==> src/rtl/reprodutor_pkg.sv <==
// Shared encodings and default widths for the song RAM and the playback sequencer.
package reprodutor_pkg;

   localparam int NOTA_W_DEF  = 4;
   localparam int TEMPO_W_DEF = 4;

   localparam logic [3:0] NOTA_PAUSA_DEF = 4'hF;

   localparam logic [2:0] OCIOSO  = 3'd0;
   localparam logic [2:0] BUSCA   = 3'd1;
   localparam logic [2:0] CARREGA = 3'd2;
   localparam logic [2:0] TOCA    = 3'd3;
   localparam logic [2:0] PAUSADO = 3'd4;
   localparam logic [2:0] FIM     = 3'd5;

endpackage

==> src/rtl/contador_duracao.sv <==
// Loadable note-duration down-counter, decremented once per enabled metronome tick.
module contador_duracao
   import reprodutor_pkg::*;
#(
   parameter int TEMPO_W = TEMPO_W_DEF
) (
   input  logic               clock,
   input  logic               reset,
   input  logic               carrega,
   input  logic               habilita,
   input  logic [TEMPO_W-1:0] valor,
   output logic [TEMPO_W-1:0] contagem,
   output logic               zero
);

   logic [TEMPO_W-1:0] contagem_r;

   // Load has priority over decrement; the count parks at zero instead of wrapping.
   always_ff @(posedge clock) begin
      if (reset) begin
         contagem_r <= {TEMPO_W{1'b0}};
      end else if (carrega) begin
         contagem_r <= valor;
      end else if (habilita && (contagem_r != {TEMPO_W{1'b0}})) begin
         contagem_r <= contagem_r - TEMPO_W'(1);
      end else begin
         contagem_r <= contagem_r;
      end
   end

   assign contagem = contagem_r;
   assign zero     = (contagem_r == {TEMPO_W{1'b0}});

endmodule

==> src/rtl/reprodutor_musica.sv <==
// Playback sequencer: walks the song RAM from address 0 and plays each note for its tick count.
// Optional macro REPRODUTOR_LOOP_EN: restart from address 0 after the end-of-song pulse.
module reprodutor_musica
   import reprodutor_pkg::*;
#(
   parameter int                NUM_NOTAS  = 256,
   parameter int                NOTA_W     = NOTA_W_DEF,
   parameter int                TEMPO_W    = TEMPO_W_DEF,
   parameter logic [NOTA_W-1:0] NOTA_PAUSA = NOTA_W'(NOTA_PAUSA_DEF),
   localparam int               ADDR_W     = $clog2(NUM_NOTAS)
) (
   input  logic               clock,
   input  logic               reset,
   input  logic               inicia,
   input  logic               pausa,
   input  logic               tick,
   input  logic [NOTA_W-1:0]  mem_nota,
   input  logic [TEMPO_W-1:0] mem_tempo,
   input  logic               mem_fim,
   output logic [ADDR_W-1:0]  addr,
   output logic [NOTA_W-1:0]  nota,
   output logic               toca,
   output logic               tocando,
   output logic               fim,
   output logic [2:0]         db_estado
);

   localparam logic [ADDR_W-1:0] ULTIMO = ADDR_W'(NUM_NOTAS - 1);

   logic [2:0]         estado_r, estado_s;
   logic [ADDR_W-1:0]  addr_r, addr_s;
   logic [NOTA_W-1:0]  nota_r, nota_s;
   logic               toca_r, toca_s;
   logic               tocando_r, tocando_s;
   logic               fim_r;
   logic               carrega_s, habilita_s, fim_nota_s;
   logic [TEMPO_W-1:0] contagem_s;
   logic               zero_s;

   assign habilita_s = (estado_r == TOCA) && tick && !pausa && !inicia;
   // An empty counter while playing is treated as an ended note so the FSM can never stall.
   assign fim_nota_s = (estado_r == TOCA) &&
                       ((tick && (contagem_s == TEMPO_W'(1))) || zero_s);

   contador_duracao #(.TEMPO_W(TEMPO_W)) u_contador (
      .clock    (clock),
      .reset    (reset),
      .carrega  (carrega_s),
      .habilita (habilita_s),
      .valor    (mem_tempo),
      .contagem (contagem_s),
      .zero     (zero_s)
   );

   // Next-state and next-output decode; a restart request overrides every state but OCIOSO.
   always_comb begin
      estado_s  = estado_r;
      addr_s    = addr_r;
      nota_s    = nota_r;
      toca_s    = toca_r;
      carrega_s = 1'b0;
      if (inicia && (estado_r != OCIOSO)) begin
         estado_s = BUSCA;
         addr_s   = {ADDR_W{1'b0}};
         toca_s   = 1'b0;
      end else begin
         case (estado_r)
            OCIOSO: begin
               toca_s = 1'b0;
               if (inicia) begin
                  estado_s = BUSCA;
                  addr_s   = {ADDR_W{1'b0}};
               end else begin
                  estado_s = OCIOSO;
               end
            end
            BUSCA: begin
               estado_s = CARREGA;
            end
            CARREGA: begin
               if (mem_fim) begin
                  estado_s = FIM;
               end else if (mem_tempo == {TEMPO_W{1'b0}}) begin
                  if (addr_r == ULTIMO) begin
                     estado_s = FIM;
                  end else begin
                     addr_s   = addr_r + ADDR_W'(1);
                     estado_s = BUSCA;
                  end
               end else begin
                  nota_s    = mem_nota;
                  toca_s    = (mem_nota != NOTA_PAUSA);
                  carrega_s = 1'b1;
                  estado_s  = TOCA;
               end
            end
            TOCA: begin
               if (pausa) begin
                  estado_s = PAUSADO;
                  toca_s   = 1'b0;
               end else if (fim_nota_s) begin
                  toca_s = 1'b0;
                  if (addr_r == ULTIMO) begin
                     estado_s = FIM;
                  end else begin
                     addr_s   = addr_r + ADDR_W'(1);
                     estado_s = BUSCA;
                  end
               end else begin
                  estado_s = TOCA;
               end
            end
            PAUSADO: begin
               if (pausa) begin
                  toca_s = 1'b0;
               end else begin
                  estado_s = TOCA;
                  toca_s   = (nota_r != NOTA_PAUSA);
               end
            end
            FIM: begin
               toca_s = 1'b0;
`ifdef REPRODUTOR_LOOP_EN
               estado_s = BUSCA;
               addr_s   = {ADDR_W{1'b0}};
`else
               estado_s = OCIOSO;
`endif
            end
            default: begin
               estado_s = OCIOSO;
               addr_s   = {ADDR_W{1'b0}};
               toca_s   = 1'b0;
            end
         endcase
      end
`ifdef REPRODUTOR_LOOP_EN
      tocando_s = (estado_s != OCIOSO);
`else
      tocando_s = (estado_s != OCIOSO) && (estado_s != FIM);
`endif
   end

   // State and output registers; every output is taken straight from a flop.
   always_ff @(posedge clock) begin
      if (reset) begin
         estado_r  <= OCIOSO;
         addr_r    <= {ADDR_W{1'b0}};
         nota_r    <= {NOTA_W{1'b0}};
         toca_r    <= 1'b0;
         tocando_r <= 1'b0;
         fim_r     <= 1'b0;
      end else begin
         estado_r  <= estado_s;
         addr_r    <= addr_s;
         nota_r    <= nota_s;
         toca_r    <= toca_s;
         tocando_r <= tocando_s;
         fim_r     <= (estado_s == FIM);
      end
   end

   assign addr      = addr_r;
   assign nota      = nota_r;
   assign toca      = toca_r;
   assign tocando   = tocando_r;
   assign fim       = fim_r;
   assign db_estado = estado_r;

endmodule

==> config.mk <==
export PLATFORM = sky130hd
export DESIGN_NAME = reprodutor_musica
export DESIGN_NICKNAME = d
export VERILOG_FILES = /design/src/rtl/reprodutor_pkg.sv /design/src/rtl/contador_duracao.sv /design/src/rtl/reprodutor_musica.sv
export SDC_FILE = /design/constraint.sdc
export NUM_CORES = 1
export LEC_CHECK = 0
export ABC_AREA = 1
export CORE_ASPECT_RATIO = 1.5
export CORE_MARGIN = 4
export CORE_UTILIZATION = 53
export DETAILED_ROUTE_END_ITERATION = 10
export HOLD_SLACK_MARGIN = 0.15
export MAX_ROUTING_LAYER = met4
export PLACE_DENSITY = 0.84
export SLEW_MARGIN = 20
export SYNTH_ARGS = -nofsm -noshare
export SYNTH_HDL_FRONTEND = slang
export SYNTH_SLANG_ARGS = --single-unit
==> constraint.sdc <==
create_clock -name clock -period 3.3 [get_ports clock]
set_input_delay 0.33 -clock clock [delete_from_list [all_inputs] [get_ports clock]]
set_output_delay 0.33 -clock clock [all_outputs]
set_load 0.02 [all_outputs]
# After elaboration in Yosys (flattened, before gate mapping)
# Index checks and enable logic that the tools add are counted.
# op_classes
n_addsub,2
eq_ne,18
muxes,28
bitwise_logic,5
reduce_logical,23
# op_table
operator,n
two-way mux 8 bit,6
case mux 8 bit (4 select lines),1
two-way mux 3 bit,7
case mux 3 bit (5 select lines),1
"!= test 2 bit, second input constant",6
two-way mux 1 bit,10
"equality test 3 bit, second input constant",3
"adder 8 x 1 -> 8 bit, second input constant",1
"equality test 8 bit, second input constant",1
logical AND 1 bit,8
zero test 4 bit,2
two-way mux 4 bit,2
"!= test 4 bit, second input constant",2
AND reduction 4 bit,2
"equality test 3 x 2 -> 1 bit, second input constant",2
"!= test 3 bit, second input constant",2
AND reduction 6 bit,1
nonzero test 3 bit,2
inverter 1 bit,5
"equality test 4 x 1 -> 1 bit, second input constant",1
case mux 1 bit (4 select lines),1
nonzero test 4 bit,1
"subtractor 4 x 1 -> 4 bit, second input constant",1
"equality test 3 x 1 -> 1 bit, second input constant",1
6 further kinds,7
# word_totals
regBits,22
in_bits,14
out_inout_bits,18
elab_cells,83

# Depth between registers and ports, before layout
# logic_depth
ltp_word,10
ltp_mapped,12
depth_no_buf,12

# By module
# Synthesis repeated with hierarchy kept, for this count alone.
# hier_totals
cells_unflattened,208
hier_area_um2,1345.0
# by_module_without_submodules
mod,n_inst,cells_each,area_each_um2,seq_area_each_um2
reprodutor_musica,1,167,1071.0,360.3
contador_duracao,1,41,274.0,80.1

# Worst setup path after synthesis
# OpenSTA, ideal clock, no wires.
# synth_timing
kind,register -> register
start,reg addr_r[0] (netlist: addr[0])
end,reg addr_r[7] (netlist: addr[7])
setup_ns,0.070
t_arrival_ns,1.418
required_time_ns,3.230
slack_ns,1.813
stages_incl_launch_ff,10
n_path_buf,0
period_less_slack_ns,1.487
path_cell_list,dfxtp_1 > ha_1 > inv_1 > nor2_1 > nand3_1 > nand2_2 > nor2_8 > nand2_4 > nand2_1 > a21oi_1
# synth_via
elab_chain_cells,5
word_cells_on_any_way,8
classes_between,1 x add/sub; 1 x eq/ne; 6 x mux
# synth_lines
element,line_no,source
from (decl),reprodutor_musica.sv:31,"logic [ADDR_W-1:0] addr_r, addr_s;"
from (signal assigned),reprodutor_musica.sv:148,addr_r <= {ADDR_W{1'b0}};
from (signal assigned),reprodutor_musica.sv:155,addr_r <= addr_s;
adder 8 x 1 -> 8 bit or equality test 8 bit (tied branches),-,
two-way mux 8 bit (*),"reprodutor_musica.sv:84, reprodutor_musica.sv:103",
"two-way mux 8 bit, on equally long branches","reprodutor_musica.sv:101, reprodutor_musica.sv:83",
"two-way mux 8 bit, on equally long branches","reprodutor_musica.sv:98, reprodutor_musica.sv:81",
case mux 8 bit (4 select lines) (*),reprodutor_musica.sv:67,case (estado_r)
# Every way passes the cells marked *; elsewhere a longest branch is shown, timed or not. The select of a mux whose other input is x is not followed.
# A chain may end at the register's enable or synchronous reset.

# Worst setup path after layout
# layout_timing
start,reg estado_r[2] (netlist: db_estado[2])
end,out db_estado[2]
# layout_rtl
element,line_no,source
from (decl),reprodutor_musica.sv:30,"logic [2:0] estado_r, estado_s;"
from (signal assigned),reprodutor_musica.sv:154,estado_r <= estado_s;
to (decl),reprodutor_musica.sv:25,output logic [2:0] db_estado
# No word-level cell between the ends.

==> results.tsv <==
stage	metric	value	unit
placement	Final HPWL DP	2730	um
floorplanning	Ports	32	
placement	gpl congestion	0.883	
worst_setup_path	Worst setup SP type	register	
clock_tree	Resized cells post-CTS	0	
yosys	Compound-Gate Fraction of Synth Area	0.126	
worst_setup_path	CP arrival	1.47	ns
worst_setup_path	critical path class	reg2out	
clock_tree	TritonCTS Buffers	3	
yosys	synthesized net count	236	
power_and_ir_drop	Power Density	298	nW/um^2
final_layout	Filler cells	232	
final_layout	fin cells	288	
final_layout	register area	440	um^2
final_layout	layout cell share with drive strength beyond 1	0.0913	
final_layout	most frequent cells in the layout	50 x nand2_1, 39 x nor2_1, 31 x clkdlybuf4s50_1	
timing	f_max	0.557	GHz
worst_setup_path	crit path cell chain	clkdlybuf4s50_1	
grt	antenna violations before repair	0	
yosys	syn avg cell area	6.48	um^2
timing	Final min period	1.80	ns
worst_setup_path	Worst Path Max Fanout	7	
grt	Tot GR Track Use	0.212	
clock_tree	Worst-Skew Late Latency	0.31	ns
final_layout	multi-input logic area	871	um^2
floorplanning	Die X	50.2	um
placement	PortBufs	31	
yosys	adder-cell share of the synthesized area	0.0354	
worst_setup_path	nature of the critical path endpoint	output port	
yosys	main combinational cell family by area after synthesis	simple AND/OR/NAND/NOR gates	
clock_tree	CTS H-tree lvls	1	
route	Detail Route Antenna Nets	0	
yosys	Post-Synth Simple-Gate Area	0.443	
route	drt first pass iters	4	
timing	Final Setup Violations	0	
clock_tree	Clock Sinks	22	
grt	M2 GR Usage	0.401	
grt	first-pass GRT wire length	5800	um
route	wire per inst	11.5	um
route	DR vias/cell	5.20	
timing	setup_tns	0	ns
timing	Max Slew Vio Count	0	
floorplanning	Initial Util	0.564	
timing	Final Skew	0.00230	ns
yosys	sequential share of the synthesized area	0.312	
grt	most used routing layer	met2	
run_status	status	completed	
job	max_cap viols	0	
route	vias	1499	
worst_setup_path	Req. time, crit path	2.97	ns
grt	met3 Track Usage GR	0.0291	
clock_tree	CTS Root Cell	clkbuf_4	
grt	pin count of the biggest net entering global routing	12	
final_layout	final core utilization	0.715	
final_layout	Area Overhead vs Synth	26.7	%
timing	Final period util	0.544	
yosys	number of synthesized register bits	22	
placement	placed instance count	285	
floorplanning	Core ar.	2500	um^2
timing	relative slew slack	0.758	
floorplanning	site row count	22	
route	DR DRC count	0	
floorplanning	die area	3570	um^2
clock_tree	CTS Buffer Depth	2	
yosys	Cell Area, Synth	1410	um^2
hold_path	HP Class	reg2reg	
grt	grt met1 use	0.189	
clock_tree	CTS tree	built	
grt	GRT overflow	0	
worst_setup_path	CP bufs+invs	1	
yosys	Synth Warn #	0	
clock_tree	Worst-path clk slew	0.11	ns
yosys	Netlist cell types	28	
worst_setup_path	Worst path max stage delay	0.67	ns
worst_setup_path	Slowest-stage cell, CP	clkdlybuf4s50_1	
timing	final hold violations	0	
timing	Worst Tran Pin Value	0.360	ns
timing	RSZ-0062 raised after global routing	false	
final_layout	# nets final	272	
power_and_ir_drop	Leak	0.764	nW
timing	Final Worst Setup Slack	1.50	ns
yosys	mux contribution to synthesized area	0	
worst_setup_path	cell family with the largest share of critical-path delay	buffers and inverters	
route	routed wire length	3320	um
route	DR iter-0 viols	42	
yosys	Cells after Synth	218	
grt	vias in the first global route	1480	
clock_tree	Hold-fix buffers, CTS	0	
yosys	Synth Area in XOR/XNOR	0.0124	
final_layout	commonest non-fill, non-tap cell in the layout	nand2_1	
power_and_ir_drop	Peak VDD IR	240	uV
placement	DP Worst Slack	1.49	ns
clock_tree	post-CTS setup buffer count	0	
final_layout	# diodes	0	
power_and_ir_drop	total power	0.533	mW
floorplanning	Die H	71.2	um
[registers in the layout, summed over array words and instances, names as in the netlist]
| signal | count |
|---|---|
| toca | 1 |
| fim | 1 |
| u_contador.contagem | 4 |
| db_estado | 3 |
| tocando | 1 |
| addr | 8 |
| nota | 4 |
[layout make-up]
| cell class | instances | area share |
|---|---|---|
| sequential | 22 | 0.246 |
| inverter | 27 | 0.0566 |
| multi-input combinational | 169 | 0.486 |
| tap | 36 | 0.0252 |
| timing repair buffer | 31 | 0.173 |
| clock buffer | 3 | 0.0126 |
[layer usage]
layer  part of all wire  vias up  wire length [um]
met4              0.043        0               142
met2               0.53       53              1770
met3              0.041       16               137
met1               0.38      660              1270
met5                  0        -                 0
li1                   -      770                 -
[logic make-up after synthesis]
group / after synthesis
AND/OR/NAND/NOR: 130
flip-flops: 22
AO/OA/AOI/OAI: 33
adder cells (fa/ha/maj): 4
buffers and inverters: 27
XOR/XNOR: 2
[power by group]
| part | internal (mW) | switching (mW) |
|---|---|---|
| Sequential | 0.274 | 0.00876 |
| Combinational | 0.0529 | 0.0773 |
| Clock | 0.0428 | 0.0778 |
| Total | 0.370 | 0.164 |
[final timing paths]
| check | startpoint | endpoint | slack [ns] | cells past startpoint |
|---|---|---|---|---|
| setup / recovery | db_estado[2]$_SDFF_PP0_ | db_estado[2] | 1.50 | 1 |
| setup reg to reg | u_contador.contagem[0]$_SDFFE_PP0P_ | addr[5]$_SDFFE_PP0P_ | 1.71 | 11 |
| hold / removal | toca$_SDFFE_PP0P_ | toca$_SDFFE_PP0P_ | 0.49 | 2 |
| hold reg to reg | toca$_SDFFE_PP0P_ | toca$_SDFFE_PP0P_ | 0.49 | 2 |
[synthesized netlist by cell type, drive strengths merged]
cell type	instances	area, um^2
nand3	20	105
inv	27	101
dfxtp	22	440
nand4	4	31.3
a211oi	1	7.51
nand2	57	251
a21oi	19	98.9
ha	4	50.1
or2	2	12.5
a22oi	1	7.51
nor3	2	15.0
o21ai	12	63.8
xnor2	2	17.5
nor3b	1	7.51
nand3b	1	7.51
nor2	43	195
[per-stage QoR]
step	hold WS [ns]	cell area (um^2)
after floorplan	0.399	1410
after global placement	0.474	1770
after detailed placement	0.478	1770
after CTS	0.496	1790
after global routing	0.517	1790
final	0.494	1790
Power figures use the tool's default switching activity.
